<file path="config.mk">
export PLATFORM = sky130hd
export DESIGN_NAME = sdram_arb2_flat
export DESIGN_NICKNAME = d
export VERILOG_FILES = /design/src/rtl/sdram_arb2_if.sv /design/src/rtl/sdram_arb2.sv /design/src/flat_wrapper.sv
export SDC_FILE = /design/constraint.sdc
export NUM_CORES = 1
export LEC_CHECK = 0
export ABC_CLOCK_PERIOD_IN_PS = 7100
export BUFFER_PORTS_ARGS = -buffer_cell sky130_fd_sc_hd__buf_2
export CORE_MARGIN = 8
export CORE_UTILIZATION = 41
export DETAILED_ROUTE_END_ITERATION = 7
export PLACE_DENSITY = 0.88
export SKIP_CTS_REPAIR_TIMING = 1
export SLEW_MARGIN = 20
export SYNTH_ARGS = -nofsm -noshare
export SYNTH_HDL_FRONTEND = slang
export SYNTH_SLANG_ARGS = --single-unit
</file>
<file path="constraint.sdc">
create_clock -name clk_clk -period 7.1 [get_ports clk_clk]
set_input_delay 0.355 -clock clk_clk [delete_from_list [all_inputs] [get_ports clk_clk]]
set_output_delay 0.355 -clock clk_clk [all_outputs]
set_load 0.01 [all_outputs]
</file>
<file path="src/rtl/sdram_arb2_if.sv">
// Avalon-MM single-word link between a master and a slave.
//   address/read/write/writedata/byteenable : command, master -> slave
//   waitrequest                             : stall, slave -> master
//   readdata/readdatavalid                  : read response, slave -> master
// modport master is the side that issues commands; modport slave is the side
// that receives them.
interface sdram_arb2_if #(
  parameter int unsigned ADDR_W = 24,
  parameter int unsigned DATA_W = 16
);
  localparam int unsigned BE_W = DATA_W / 8;

  logic [ADDR_W-1:0] address;
  logic              read;
  logic              write;
  logic [DATA_W-1:0] writedata;
  logic [BE_W-1:0]   byteenable;
  logic              waitrequest;
  logic [DATA_W-1:0] readdata;
  logic              readdatavalid;

  modport master (
    output address, read, write, writedata, byteenable,
    input  waitrequest, readdata, readdatavalid
  );

  modport slave (
    input  address, read, write, writedata, byteenable,
    output waitrequest, readdata, readdatavalid
  );
endinterface

</file>
<file path="src/rtl/sdram_arb2.sv">
// Two-master round-robin arbiter in front of one SDRAM Avalon-MM slave.
// Ports:
//   clk_clk     : system clock, rising edge
//   reset_reset : synchronous active-high reset
//   m0, m1      : master-facing links (arbiter is their slave)
//   s           : SDRAM-facing link (arbiter is its master)
//   err_orphan  : sticky, a read response arrived with nothing pending
// Commands pass combinationally; read responses are steered by a FIFO of
// issuing-master IDs, so the slave must return reads in order.
module sdram_arb2 #(
  parameter int unsigned ADDR_W   = 24,
  parameter int unsigned DATA_W   = 16,
  parameter int unsigned MAX_PEND = 8
) (
  input  logic         clk_clk,
  input  logic         reset_reset,
  sdram_arb2_if.slave  m0,
  sdram_arb2_if.slave  m1,
  sdram_arb2_if.master s,
  output logic         err_orphan
);

  localparam int unsigned BE_W  = DATA_W / 8;
  localparam int unsigned PTR_W = $clog2(MAX_PEND);
  localparam int unsigned CNT_W = PTR_W + 1;

  logic                last_q, last_d;
  logic                hold_q, hold_d;
  logic                hold_id_q, hold_id_d;
  logic                err_q, err_d;
  logic [MAX_PEND-1:0] fifo_q, fifo_d;
  logic [PTR_W-1:0]    wr_ptr_q, wr_ptr_d;
  logic [PTR_W-1:0]    rd_ptr_q, rd_ptr_d;
  logic [CNT_W-1:0]    count_q, count_d;

  logic              rd_ok, elig0, elig1;
  logic              win_vld, win_id;
  logic              win_rd, win_wr;
  logic [ADDR_W-1:0] win_addr;
  logic [DATA_W-1:0] win_wdata;
  logic [BE_W-1:0]   win_be;
  logic              accept, push, pop, orphan, head;

  // Winner selection: a stalled grant is held; otherwise round-robin on eligibility.
  always_comb begin
    rd_ok   = count_q < CNT_W'(MAX_PEND);
    elig0   = m0.write | (m0.read & rd_ok);
    elig1   = m1.write | (m1.read & rd_ok);
    win_vld = 1'b0;
    win_id  = 1'b0;
    if (hold_q) begin
      win_vld = 1'b1;
      win_id  = hold_id_q;
    end else if (elig0 && elig1) begin
      win_vld = 1'b1;
      win_id  = ~last_q;
    end else if (elig0) begin
      win_vld = 1'b1;
      win_id  = 1'b0;
    end else if (elig1) begin
      win_vld = 1'b1;
      win_id  = 1'b1;
    end
    if (reset_reset) win_vld = 1'b0;

    win_rd    = win_id ? m1.read       : m0.read;
    win_wr    = win_id ? m1.write      : m0.write;
    win_addr  = win_id ? m1.address    : m0.address;
    win_wdata = win_id ? m1.writedata  : m0.writedata;
    win_be    = win_id ? m1.byteenable : m0.byteenable;

    accept = win_vld & ~s.waitrequest;
    push   = accept & win_rd;
    pop    = ~reset_reset & s.readdatavalid & (count_q != '0);
    orphan = ~reset_reset & s.readdatavalid & (count_q == '0);
    head   = fifo_q[rd_ptr_q];
  end

  assign s.address    = win_addr;
  assign s.writedata  = win_wdata;
  assign s.byteenable = win_be;
  assign s.read       = win_vld & win_rd;
  assign s.write      = win_vld & win_wr;

  assign m0.waitrequest   = ~(accept & ~win_id);
  assign m1.waitrequest   = ~(accept &  win_id);
  assign m0.readdata      = s.readdata;
  assign m1.readdata      = s.readdata;
  assign m0.readdatavalid = pop & ~head;
  assign m1.readdatavalid = pop &  head;

  assign err_orphan = err_q;

  // Next-state: grant history, stall hold, ID FIFO and orphan flag.
  always_comb begin
    last_d    = last_q;
    hold_d    = hold_q;
    hold_id_d = hold_id_q;
    err_d     = err_q;
    fifo_d    = fifo_q;
    wr_ptr_d  = wr_ptr_q;
    rd_ptr_d  = rd_ptr_q;
    count_d   = count_q;

    if (accept) begin
      last_d = win_id;
      hold_d = 1'b0;
    end else if (win_vld) begin
      hold_d    = 1'b1;
      hold_id_d = win_id;
    end

    if (push) begin
      fifo_d[wr_ptr_q] = win_id;
      wr_ptr_d         = wr_ptr_q + PTR_W'(1);
    end
    if (pop) rd_ptr_d = rd_ptr_q + PTR_W'(1);

    case ({push, pop})
      2'b10:   count_d = count_q + CNT_W'(1);
      2'b01:   count_d = count_q - CNT_W'(1);
      default: count_d = count_q;
    endcase

    if (orphan) err_d = 1'b1;
  end

  // State register; last resets to 1 so m0 wins the first contention.
  always_ff @(posedge clk_clk) begin
    if (reset_reset) begin
      last_q    <= 1'b1;
      hold_q    <= 1'b0;
      hold_id_q <= 1'b0;
      err_q     <= 1'b0;
      fifo_q    <= '0;
      wr_ptr_q  <= '0;
      rd_ptr_q  <= '0;
      count_q   <= '0;
    end else begin
      last_q    <= last_d;
      hold_q    <= hold_d;
      hold_id_q <= hold_id_d;
      err_q     <= err_d;
      fifo_q    <= fifo_d;
      wr_ptr_q  <= wr_ptr_d;
      rd_ptr_q  <= rd_ptr_d;
      count_q   <= count_d;
    end
  end

endmodule

</file>
<file path="src/flat_wrapper.sv">
// flat-port wrapper written by rule: the top's interface ports become plain ports
module sdram_arb2_flat 
#(
  parameter int unsigned ADDR_W   = 24,
  parameter int unsigned DATA_W   = 16,
  parameter int unsigned MAX_PEND = 8
)
  (clk_clk, reset_reset, err_orphan, m0_address, m0_read, m0_write, m0_writedata, m0_byteenable, m0_waitrequest, m0_readdata, m0_readdatavalid, m1_address, m1_read, m1_write, m1_writedata, m1_byteenable, m1_waitrequest, m1_readdata, m1_readdatavalid, s_address, s_read, s_write, s_writedata, s_byteenable, s_waitrequest, s_readdata, s_readdatavalid);
  sdram_arb2_if #(.ADDR_W(ADDR_W), .DATA_W(DATA_W)) m0_i ();
  sdram_arb2_if #(.ADDR_W(ADDR_W), .DATA_W(DATA_W)) m1_i ();
  sdram_arb2_if #(.ADDR_W(ADDR_W), .DATA_W(DATA_W)) s_i ();
  input  logic clk_clk;
  input  logic reset_reset;
  output logic err_orphan;
  input wire logic [$bits(m0_i.address)-1:0] m0_address;
  input wire logic [$bits(m0_i.read)-1:0] m0_read;
  input wire logic [$bits(m0_i.write)-1:0] m0_write;
  input wire logic [$bits(m0_i.writedata)-1:0] m0_writedata;
  input wire logic [$bits(m0_i.byteenable)-1:0] m0_byteenable;
  output wire logic [$bits(m0_i.waitrequest)-1:0] m0_waitrequest;
  output wire logic [$bits(m0_i.readdata)-1:0] m0_readdata;
  output wire logic [$bits(m0_i.readdatavalid)-1:0] m0_readdatavalid;
  input wire logic [$bits(m1_i.address)-1:0] m1_address;
  input wire logic [$bits(m1_i.read)-1:0] m1_read;
  input wire logic [$bits(m1_i.write)-1:0] m1_write;
  input wire logic [$bits(m1_i.writedata)-1:0] m1_writedata;
  input wire logic [$bits(m1_i.byteenable)-1:0] m1_byteenable;
  output wire logic [$bits(m1_i.waitrequest)-1:0] m1_waitrequest;
  output wire logic [$bits(m1_i.readdata)-1:0] m1_readdata;
  output wire logic [$bits(m1_i.readdatavalid)-1:0] m1_readdatavalid;
  output wire logic [$bits(s_i.address)-1:0] s_address;
  output wire logic [$bits(s_i.read)-1:0] s_read;
  output wire logic [$bits(s_i.write)-1:0] s_write;
  output wire logic [$bits(s_i.writedata)-1:0] s_writedata;
  output wire logic [$bits(s_i.byteenable)-1:0] s_byteenable;
  input wire logic [$bits(s_i.waitrequest)-1:0] s_waitrequest;
  input wire logic [$bits(s_i.readdata)-1:0] s_readdata;
  input wire logic [$bits(s_i.readdatavalid)-1:0] s_readdatavalid;
  assign m0_i.address = m0_address;
  assign m0_i.read = m0_read;
  assign m0_i.write = m0_write;
  assign m0_i.writedata = m0_writedata;
  assign m0_i.byteenable = m0_byteenable;
  assign m0_waitrequest = m0_i.waitrequest;
  assign m0_readdata = m0_i.readdata;
  assign m0_readdatavalid = m0_i.readdatavalid;
  assign m1_i.address = m1_address;
  assign m1_i.read = m1_read;
  assign m1_i.write = m1_write;
  assign m1_i.writedata = m1_writedata;
  assign m1_i.byteenable = m1_byteenable;
  assign m1_waitrequest = m1_i.waitrequest;
  assign m1_readdata = m1_i.readdata;
  assign m1_readdatavalid = m1_i.readdatavalid;
  assign s_address = s_i.address;
  assign s_read = s_i.read;
  assign s_write = s_i.write;
  assign s_writedata = s_i.writedata;
  assign s_byteenable = s_i.byteenable;
  assign s_i.waitrequest = s_waitrequest;
  assign s_i.readdata = s_readdata;
  assign s_i.readdatavalid = s_readdatavalid;
  sdram_arb2 #(.ADDR_W(ADDR_W), .DATA_W(DATA_W), .MAX_PEND(MAX_PEND)) u_core (.clk_clk(clk_clk), .reset_reset(reset_reset), .m0(m0_i), .m1(m1_i), .s(s_i), .err_orphan(err_orphan));
endmodule
</file>
After elaboration in Yosys (flattened, before gate mapping):

Cells that the tools add are included.

* bits in latches: 0
* word-level logic and storage cells: 67
* output and inout bits: 81
* register bits after elaboration: 22
* bits of input ports: 108
* memories: 0
* bits in read-only memories: 0
* RAM bits: 0

* reductions and logical operators: 7
* multiply operators: 0
* div/mod/pow operators: 0
* muxes and demuxes: 19
* bitwise operators: 23
* $add $sub $neg: 4
* shift operators: 0
* eq/ne operators: 2
* magnitude comparators: 4

Operators with widths (number)
* $mux W24: 1
* $mux W16: 1
* $and A1 B1 Y1: 13
* $mux W1: 12
* $bwmux W8: 1
* $lt A3 B4 Y1 const B: 2
* $not A1 Y1: 8
* $pmux W4 S2: 1
* $add A3 B1 Y3 const B: 2
* $add A4 B1 Y4 const B: 1
* $logic_not A4 Y1: 1
* $lt A4 B4 Y1 const B: 1
* $reduce_bool A4 Y1: 1
* $sub A4 B1 Y4 const B: 1
* $bmux W1 S3: 1
* $demux W1 S3: 1
* $ge A3 B1 Y1 const B: 1
* $eq A2 B1 Y1 const B: 1
* $eq A2 B2 Y1 const B: 1
* $logic_and A1 B1 Y1: 2
* $mux W2: 1
* $or A1 B1 Y1: 2
* $reduce_and A2 Y1: 1
* $reduce_bool A2 Y1: 1
* $reduce_or A2 Y1: 1

Depth between registers and ports, before layout:

Gate-level depths: netlist (run 1).

* word-level depth: 12
* mapped depth: 12
* depth with buffers taken out: 12

Worst setup path before layout (run 1):

OpenSTA, ideal clock, no wires.

* kind: input to register
* start point: input port m1_write
* end point: register u_core.count_q[2]
* arrival time: 2.395 ns
* library setup time: 0.070 ns
* slack: 4.635 ns
* data required time: 7.030 ns
* stages: 12
* cells stage by stage: nor2_1 -> a21oi_4 -> a221oi_2 -> or2_2 -> nand2_1 -> ha_1 -> xor2_1 -> ha_1 -> a21oi_1 -> xor2_1 -> or3_1 -> a21oi_1

* cells in the longest elaborated chain, start to end: 10
* elaborated cells on any way between the ends: 17

Ends and longest elaborated chain
* start: declaration: line flat_wrapper.sv:25 `input wire logic [$bits(m1_i.write)-1:0] m1_write;`
* $or A1 B1 Y1 *: line sdram_arb2.sv:48 `elig1 = m1.write | (m1.read & rd_ok);`
* $mux W1: line sdram_arb2.sv:60 `end else if (elig1) begin`
* $mux W1: line sdram_arb2.sv:57 `end else if (elig0) begin`
* $mux W1: line sdram_arb2.sv:54 `end else if (elig0 && elig1) begin`
* $mux W1: line sdram_arb2.sv:51 `if (hold_q) begin`
* $mux W1: line sdram_arb2.sv:64 `if (reset_reset) win_vld = 1'b0;`
* $and A1 B1 Y1: line sdram_arb2.sv:72 `accept = win_vld & ~s.waitrequest;`
* $and A1 B1 Y1 *: line sdram_arb2.sv:73 `push = accept & win_rd;`
* $eq A2 B1 Y1 / $eq A2 B2 Y1 (equally long branches): line sdram_arb2.sv:119 `case ({push, pop})`
* $pmux W4 S2 / $reduce_bool A2 Y1 (equally long branches)
* end signal: assignment: line sdram_arb2.sv:147 `count_q <= count_d;`
* end: declaration: line sdram_arb2.sv:34 `logic [CNT_W-1:0] count_q, count_d;`

Every way passes the cells marked *; elsewhere a longest branch is shown, timed or not.
A chain may end at the register's enable or synchronous reset.

Worst setup path in the final report (run 1):

* start point: register u_core.count_q[3]
* end point: register u_core.count_q[2]

* cells in the longest elaborated chain, start to end: 12
* elaborated cells on any way between the ends: 23

Ends and longest elaborated chain
* $lt A4 B4 Y1: line sdram_arb2.sv:46 `rd_ok = count_q < CNT_W'(MAX_PEND);`
* $and A1 B1 Y1: line sdram_arb2.sv:48
* $or A1 B1 Y1: line sdram_arb2.sv:48
* $mux W1: line sdram_arb2.sv:60
* $mux W1: line sdram_arb2.sv:57
* $mux W1: line sdram_arb2.sv:54
* $mux W1: line sdram_arb2.sv:51
* $mux W1: line sdram_arb2.sv:64
* $and A1 B1 Y1: line sdram_arb2.sv:72
* $and A1 B1 Y1: line sdram_arb2.sv:73
* $eq A2 B1 Y1 / $eq A2 B2 Y1 (equally long branches): line sdram_arb2.sv:119
* $pmux W4 S2 / $reduce_bool A2 Y1 (equally long branches)

Parallel ways exist; a longest one is shown, timed or not.

==> out/qor.yml, run 1 <==
dr.first_iter.drc_count: 93
routed_wl_um: 6830
synth_seq_area_share_pct: 21.4
regArea_um2: 440
yosysWarnings: 0
cpMaxStageDelayCell: "dfxtp_1"
tightest_slew_ns: 0.814
gp_congestion: 0.873
diodes: 0
fillers: 491
clock-sinks: 22
finalCritPeriodShare_pct: 38.5
drv_cap: 0
grt_pass1_vias: 2120
firstDrtPassIters: 4
wl_met3_um: 687
vias_per_cell: 4.78
synth_cells: 304
powerDensity_nw_per_um2: 154
leakage_nw: 1.41
hold_viol: 0
met1_length_um: 2670
ant_nets: 0
multiInputGateArea_um2: 1270
maxSlewHeadroom_pct: 45.8
syn_avg_cell_area_um2: 6.78
io_pins: 189
htree_levels: 1
core-area_um2: 4980
p_int_w: 0.000242
netSwitchingFraction_pct: 38.5
fmax_mhz: 366
wl_met2_um: 3390
status: "finished, final reports clean"
post-route-drc-count: 0
clk_pin_slew_ns: 0.08
cpPeakStageDelay_ns: 0.42
die_w_um: 86.9
rows: 26
cp-end-kind: "flop"
slew_viol_final: 0
grt_usage_pct: 16.1
setup_viol_count_final: 0
sequentialPowerShare_pct: 34.3
syn2layout_area_growth_pct: 23.7
syn_nets: 417
dp_hpwl_um: 5610
start_util_pct: 41.4
synth_edf_count: 0
die_h_um: 86.9
async_reset_ff_share_pct: 0
ys.flop_type: "dfxtp_1"
grt_max_degree: 49
tritoncts: "built"
cp.arrival_ns: 2.93
cts_buffers: 3
period_needed_ns: 2.73
ys_ff_latch: 22
portBuffers: 140
vias: 2253
clock_skew_ns: 0.00430
net-switching-power_w: 0.000152
pwr-share-comb_pct: 46.1
startpoint_type: "flop"
finish.utilization_pct: 51.3
die_area_um2: 7550
cts-root-buf: "clkbuf_8"
ir_worst_vdd_uv: 136
antenna_found_initial: 0
path_cells: "nand2b_4, a21oi_4, a221oi_2, or2_2, nand2_1, ha_1, xor2_1, ha_1, a21oi_1, xor2_1, or3_1, a21oi_1"
cp.required_ns: 7.30
clock_latency_ns: 0.26
grt_pass1_wl_um: 10000
hold_class: "in -> reg"
crit_type: "reg -> reg"
critPathMaxFanout: 5
synth_cell_types: 50
routedWlPerCell_um: 14.5
finalSetupTns_ns: 0
top_layer: "met4"
fin_nets: 516
synth_area_um2: 2060
rsz0062_at_grt: "false"
overflow: 0
cts_buffer_depth: 2
drive_gt1_share_pct: 39.9
p_clk_share_pct: 19.6
-- synth_stat cells (2+ instances only) --
cell        n  share of area (%)
and2_1      2               0.61
clkbuf_1    3               0.55
nor2b_1     4                1.2
o21bai_1    2               0.73
nor2_1     12                2.2
a211oi_1    5                1.8
nand2b_1    2               0.61
a31oi_1     4                1.2
a41oi_1     4                1.7
o21ai_0     3               0.73
buf_2       6                1.5
or3_1       3               0.91
nor3_2      2               0.97
nand2_1   137                 25
clkbuf_8    3                2.0
ha_1        5                3.0
a311oi_1    4                1.7
mux2i_1     4                1.9
nor3_1      2               0.49
mux4_2      2                2.2
and2_2      2               0.73
buf_4      32                 12
inv_1       2               0.36
a21oi_1     8                1.9
dfxtp_1    22                 21
xor2_1      5                2.1
-- layout by cell type, fill, tap and decap left out, types with 4 or more instances in the layout --
cell type and n:
a21oi_1 8, nand2_1 137, xor2_1 5, dfxtp_1 22
a31oi_1 4, nor2b_1 4, a41oi_1 4, mux2i_1 4
buf_2 140, a311oi_1 4, a211oi_1 5, ha_1 5
nor2_1 12
-- per-layer routing --
metal | global-route usage, % | vias to the layer above
li1 | - | 1161
met1 | 17.1 | 969
met2 | 29.6 | 111
met3 | 6.13 | 12
met4 | 2.66 | 0
met5 | 0 | -
-- cell families after synthesis --
family,Yosys count,synth area share [%]
AO/OA/AOI/OAI,38,13.5
XOR/XNOR,6,2.55
adder cells (fa/ha/maj),5,3.03
buffers and inverters,49,17.2
flip-flops,22,21.4
multiplexers,7,4.67
AND/OR/NAND/NOR,177,37.7
-- layout make-up --
cell class	instances	share of cell area [%]
Clock buffer	3	1.62
Inverter	2	0.294
Multi-Input combinational cell	233	49.6
Sequential cell	22	17.3
Tap cell	70	3.43
Timing Repair Buffer	141	27.8
-- per-stage QoR --
stage / instances / total power [W] / cell area, um2 / hold WS [ns] / setup WS, ns
finish: 471 / 0.000394 / 2550 / 0.331 / 4.37
global route: 471 / 0.000421 / 2550 / 0.356 / 4.18
CTS: 471 / 0.000396 / 2550 / 0.330 / 4.39
detailed placement: 468 / 0.000320 / 2510 / 0.459 / 4.27
global placement: 468 / 0.000316 / 2510 / 0.445 / 4.40
floorplan: 304 / 0.000264 / 2060 / 0.432 / 4.63
-- path summary, 6_finish.rpt --
path                                                startpoint                             end  slack (ns)  depth (start not counted)
worst min-delay path                           s_readdatavalid  u_core.err_orphan$_SDFFE_PP0P_        0.33                          3
worst max-delay path            u_core.count_q[3]$_SDFFE_PP0P_  u_core.count_q[2]$_SDFFE_PP0P_        4.37                         12
worst max register to register  u_core.count_q[3]$_SDFFE_PP0P_  u_core.count_q[2]$_SDFFE_PP0P_        4.37                         12
worst min register to register  u_core.err_orphan$_SDFFE_PP0P_  u_core.err_orphan$_SDFFE_PP0P_        0.48                          2
-- critical path, delay by kind of cell (launching register included) --
| kind | cells | cell delay [ns] |
|---|---|---|
| compound gates | 4 | 0.76 |
| simple gates | 4 | 0.75 |
| fa+ha+maj | 2 | 0.47 |
| flops | 1 | 0.42 |
| xor+xnor | 2 | 0.26 |
-- power by group through the flow --
stage / sequential [W] / combinational (W) / clock (W)
3_5_place_dp: 0.000138 / 0.000182 / 0
6_report: 0.000135 / 0.000182 / 0.0000773
5_1_grt: 0.000136 / 0.000201 / 0.0000837
3_3_place_gp: 0.000138 / 0.000178 / 0
2_1_floorplan: 0.000136 / 0.000128 / 0
4_1_cts: 0.000135 / 0.000183 / 0.0000774
-- flip-flops by register name, indices dropped and copies added (netlist names) --
| signal | flops |
|---|---|
| u_core.hold_q | 1 |
| u_core.wr_ptr_q | 3 |
| u_core.last_q | 1 |
| u_core.hold_id_q | 1 |
| u_core.fifo_q | 8 |
| u_core.rd_ptr_q | 3 |
| u_core.err_orphan | 1 |
| u_core.count_q | 4 |
(Power assumes the default switching activity.)
==> run 2: changes to the inputs <==
ABC_CLOCK_PERIOD_IN_PS = 2600   (was 7100)
CORE_UTILIZATION = 38   (was 41)
PLACE_DENSITY = 0.82   (was 0.88)
clock period = 2.6 ns   (was 7.1 ns; I/O delays follow)
==> run 2 against run 1 <==
  * Clock skew decreased by 0.0018 ns
  * Clock-buffer cell count up 1
  * Worst hold slack worse by 0.22 ns
  * Utilization shrank 2.1 points
  * Critical endpoint unchanged
  * Global-route usage grew 0.42 points
  * Die area increased by 6.4%
  * Total power rose to 2.9 times the previous value
  * Combinational power rose to 2.8 times the previous value
==> out/qor.yml, run 2 (synthesis gave the netlist of run 1 again) <==
clock_skew_ns: 0.00246  # -0.00184 ns
start_util_pct: 38.4  # -3.0 points
clock_latency_ns: 0.27  # about the same
firstDrtPassIters: 4  # unchanged
cts_buffers: 3  # unchanged
cpPeakStageDelay_ns: 0.32  # -0.10 ns
status: "finished, final reports clean"
fin_nets: 524  # +1.6%
drv_cap: 0  # unchanged
slew_viol_final: 0  # unchanged
dp_hpwl_um: 6140  # +9.4%
gp_congestion: 0.838  # -4.0%
fillers: 557  # +13%
clock-sinks: 22  # unchanged
grt_pass1_vias: 2151  # +1.5%
dr.first_iter.drc_count: 110  # +18%
cp-end-kind: "flop"
routed_wl_um: 7320  # +7.2%
clk_pin_slew_ns: 0.08  # about the same
cts-root-buf: "clkbuf_8"
tritoncts: "built"
routedWlPerCell_um: 15.2  # +4.7%
io_pins: 189  # unchanged
hold_viol: 0  # unchanged
cp_top_family: "simple AND/OR/NAND/NOR gates"
cts_buffer_depth: 2  # unchanged
cp.arrival_ns: 2.63  # -0.30 ns
hold_class: "in -> reg"
vias_per_cell: 4.79  # +0.23%
tightest_slew_ns: 0.514  # -0.300 ns
drive_gt1_share_pct: 42.2  # +2.3 points
die_w_um: 89.7  # +3.2%
grt_max_degree: 28  # -43%
die_h_um: 89.7  # +3.2%
multiInputGateArea_um2: 1280  # +0.89%
ir_worst_vdd_uv: 188  # +38%
vias: 2311  # +2.6%
regArea_um2: 443  # +0.57%
largest_reg_flops: 8  # unchanged
final_cell_mix: "buf_2, nand2_1, dfxtp_1, nor2_1, buf_4"
path_cells: "and2b_4, a21oi_4, and4b_4, or2_2, nand2_1, ha_2, xor2_1, ha_1, a21oi_1, xor2_1, or3_1, a21oi_1"
htree_levels: 1  # unchanged
finish.utilization_pct: 49.2  # -2.1 points
period_needed_ns: 2.43  # -0.301 ns
regToRegSetupSlack_ns: 0.17  # -4.20 ns
grt_pass1_wl_um: 10400  # +3.6%
top_regs: "u_core.fifo_q: 8 flops, u_core.count_q: 4 flops"
critPathBufInv: 0  # unchanged
post-route-drc-count: 0  # unchanged
diodes: 0  # unchanged
fin_cells: 482  # +2.3%
portBuffers: 140  # unchanged
setup_viol_count_final: 0  # unchanged
die_area_um2: 8040  # +6.4%
cpMaxStageDelayCell: "dfxtp_1"
crit_type: "reg -> reg"
syn2layout_area_growth_pct: 28.1
cp.required_ns: 2.80  # -4.50 ns
powerDensity_nw_per_um2: 431  # +180%
fmax_mhz: 411  # +12%
rows: 27  # +3.8%
grt_usage_pct: 16.5  # +0.42 points
placedCellCount: 477  # +1.9%
maxSlewHeadroom_pct: 65.5  # +20 points
leakage_nw: 1.46  # +3.4%
overflow: 0  # unchanged
finalCritPeriodShare_pct: 93.5  # +55 points
ant_nets: 0  # unchanged
startpoint_type: "flop"
final_common_cell: "buf_2"
core-area_um2: 5370  # +7.9%
regMostFlops: "u_core.fifo_q"
critPathMaxFanout: 4  # -1
antenna_found_initial: 0  # unchanged
-- run 2: worst min-delay path, delay by kind of cell --
| kind | cells | cell delay [ns] |
|---|---|---|
| buffers and inverters | 1 | 0.08 |
| AND/OR/NAND/NOR | 1 | 0.08 |
| AO/OA/AOI/OAI | 1 | 0.05 |
-- run 2: worst paths after layout --
kind	from	to	cells past startpoint
worst min register to register	u_core.last_q$_SDFFE_PP1P_	u_core.last_q$_SDFFE_PP1P_	2
worst max register to register	u_core.hold_id_q$_SDFFE_PP0P_	u_core.count_q[2]$_SDFFE_PP0P_	12
worst max-delay path	u_core.hold_id_q$_SDFFE_PP0P_	u_core.count_q[2]$_SDFFE_PP0P_	12
worst min-delay path	s_readdatavalid	u_core.err_orphan$_SDFFE_PP0P_	3
-- run 2: layout make-up --
class                   count  area share, %
clock buffers               4           2.08
repair buffers            149           29.1
inverters                   2          0.284
multi-input cells         233           48.4
flip-flops and latches     22           16.8
well taps                  72           3.41
-- run 2: report_power, final --
part	internal, W	total, W	switching [W]
Combinational	0.000221	0.000513	0.000293
Clock	0.000135	0.000254	0.000118
Sequential	0.000352	0.000370	0.0000190
Total	0.000708	0.00114	0.000430
-- run 2: per-stage QoR --
| stage | hold WS, ns | cell area, um2 | worst slack (ns) | setup TNS (ns) | total power, W |
|---|---|---|---|---|---|
| after global placement | 0.260 | 2560 | 0.193 | 0 | 0.000883 |
| after floorplan | 0.252 | 2060 | 0.148 | 0 | 0.000721 |
| after detailed placement | 0.260 | 2560 | 0.127 | 0 | 0.000893 |
| after CTS | 0.114 | 2620 | 0.0927 | 0 | 0.00115 |
| final | 0.113 | 2640 | 0.168 | 0 | 0.00114 |
| after global routing | 0.146 | 2640 | -0.00708 | -0.00708 | 0.00123 |
-- run 2: metal layers --
metal	wire length, um	global-route usage (%)	vias to the layer above
met5	0	0	-
met4	154	6.80	0
met3	923	4.91	12
met2	3610	27.6	107
met1	2640	19.2	1016
li1	-	-	1176
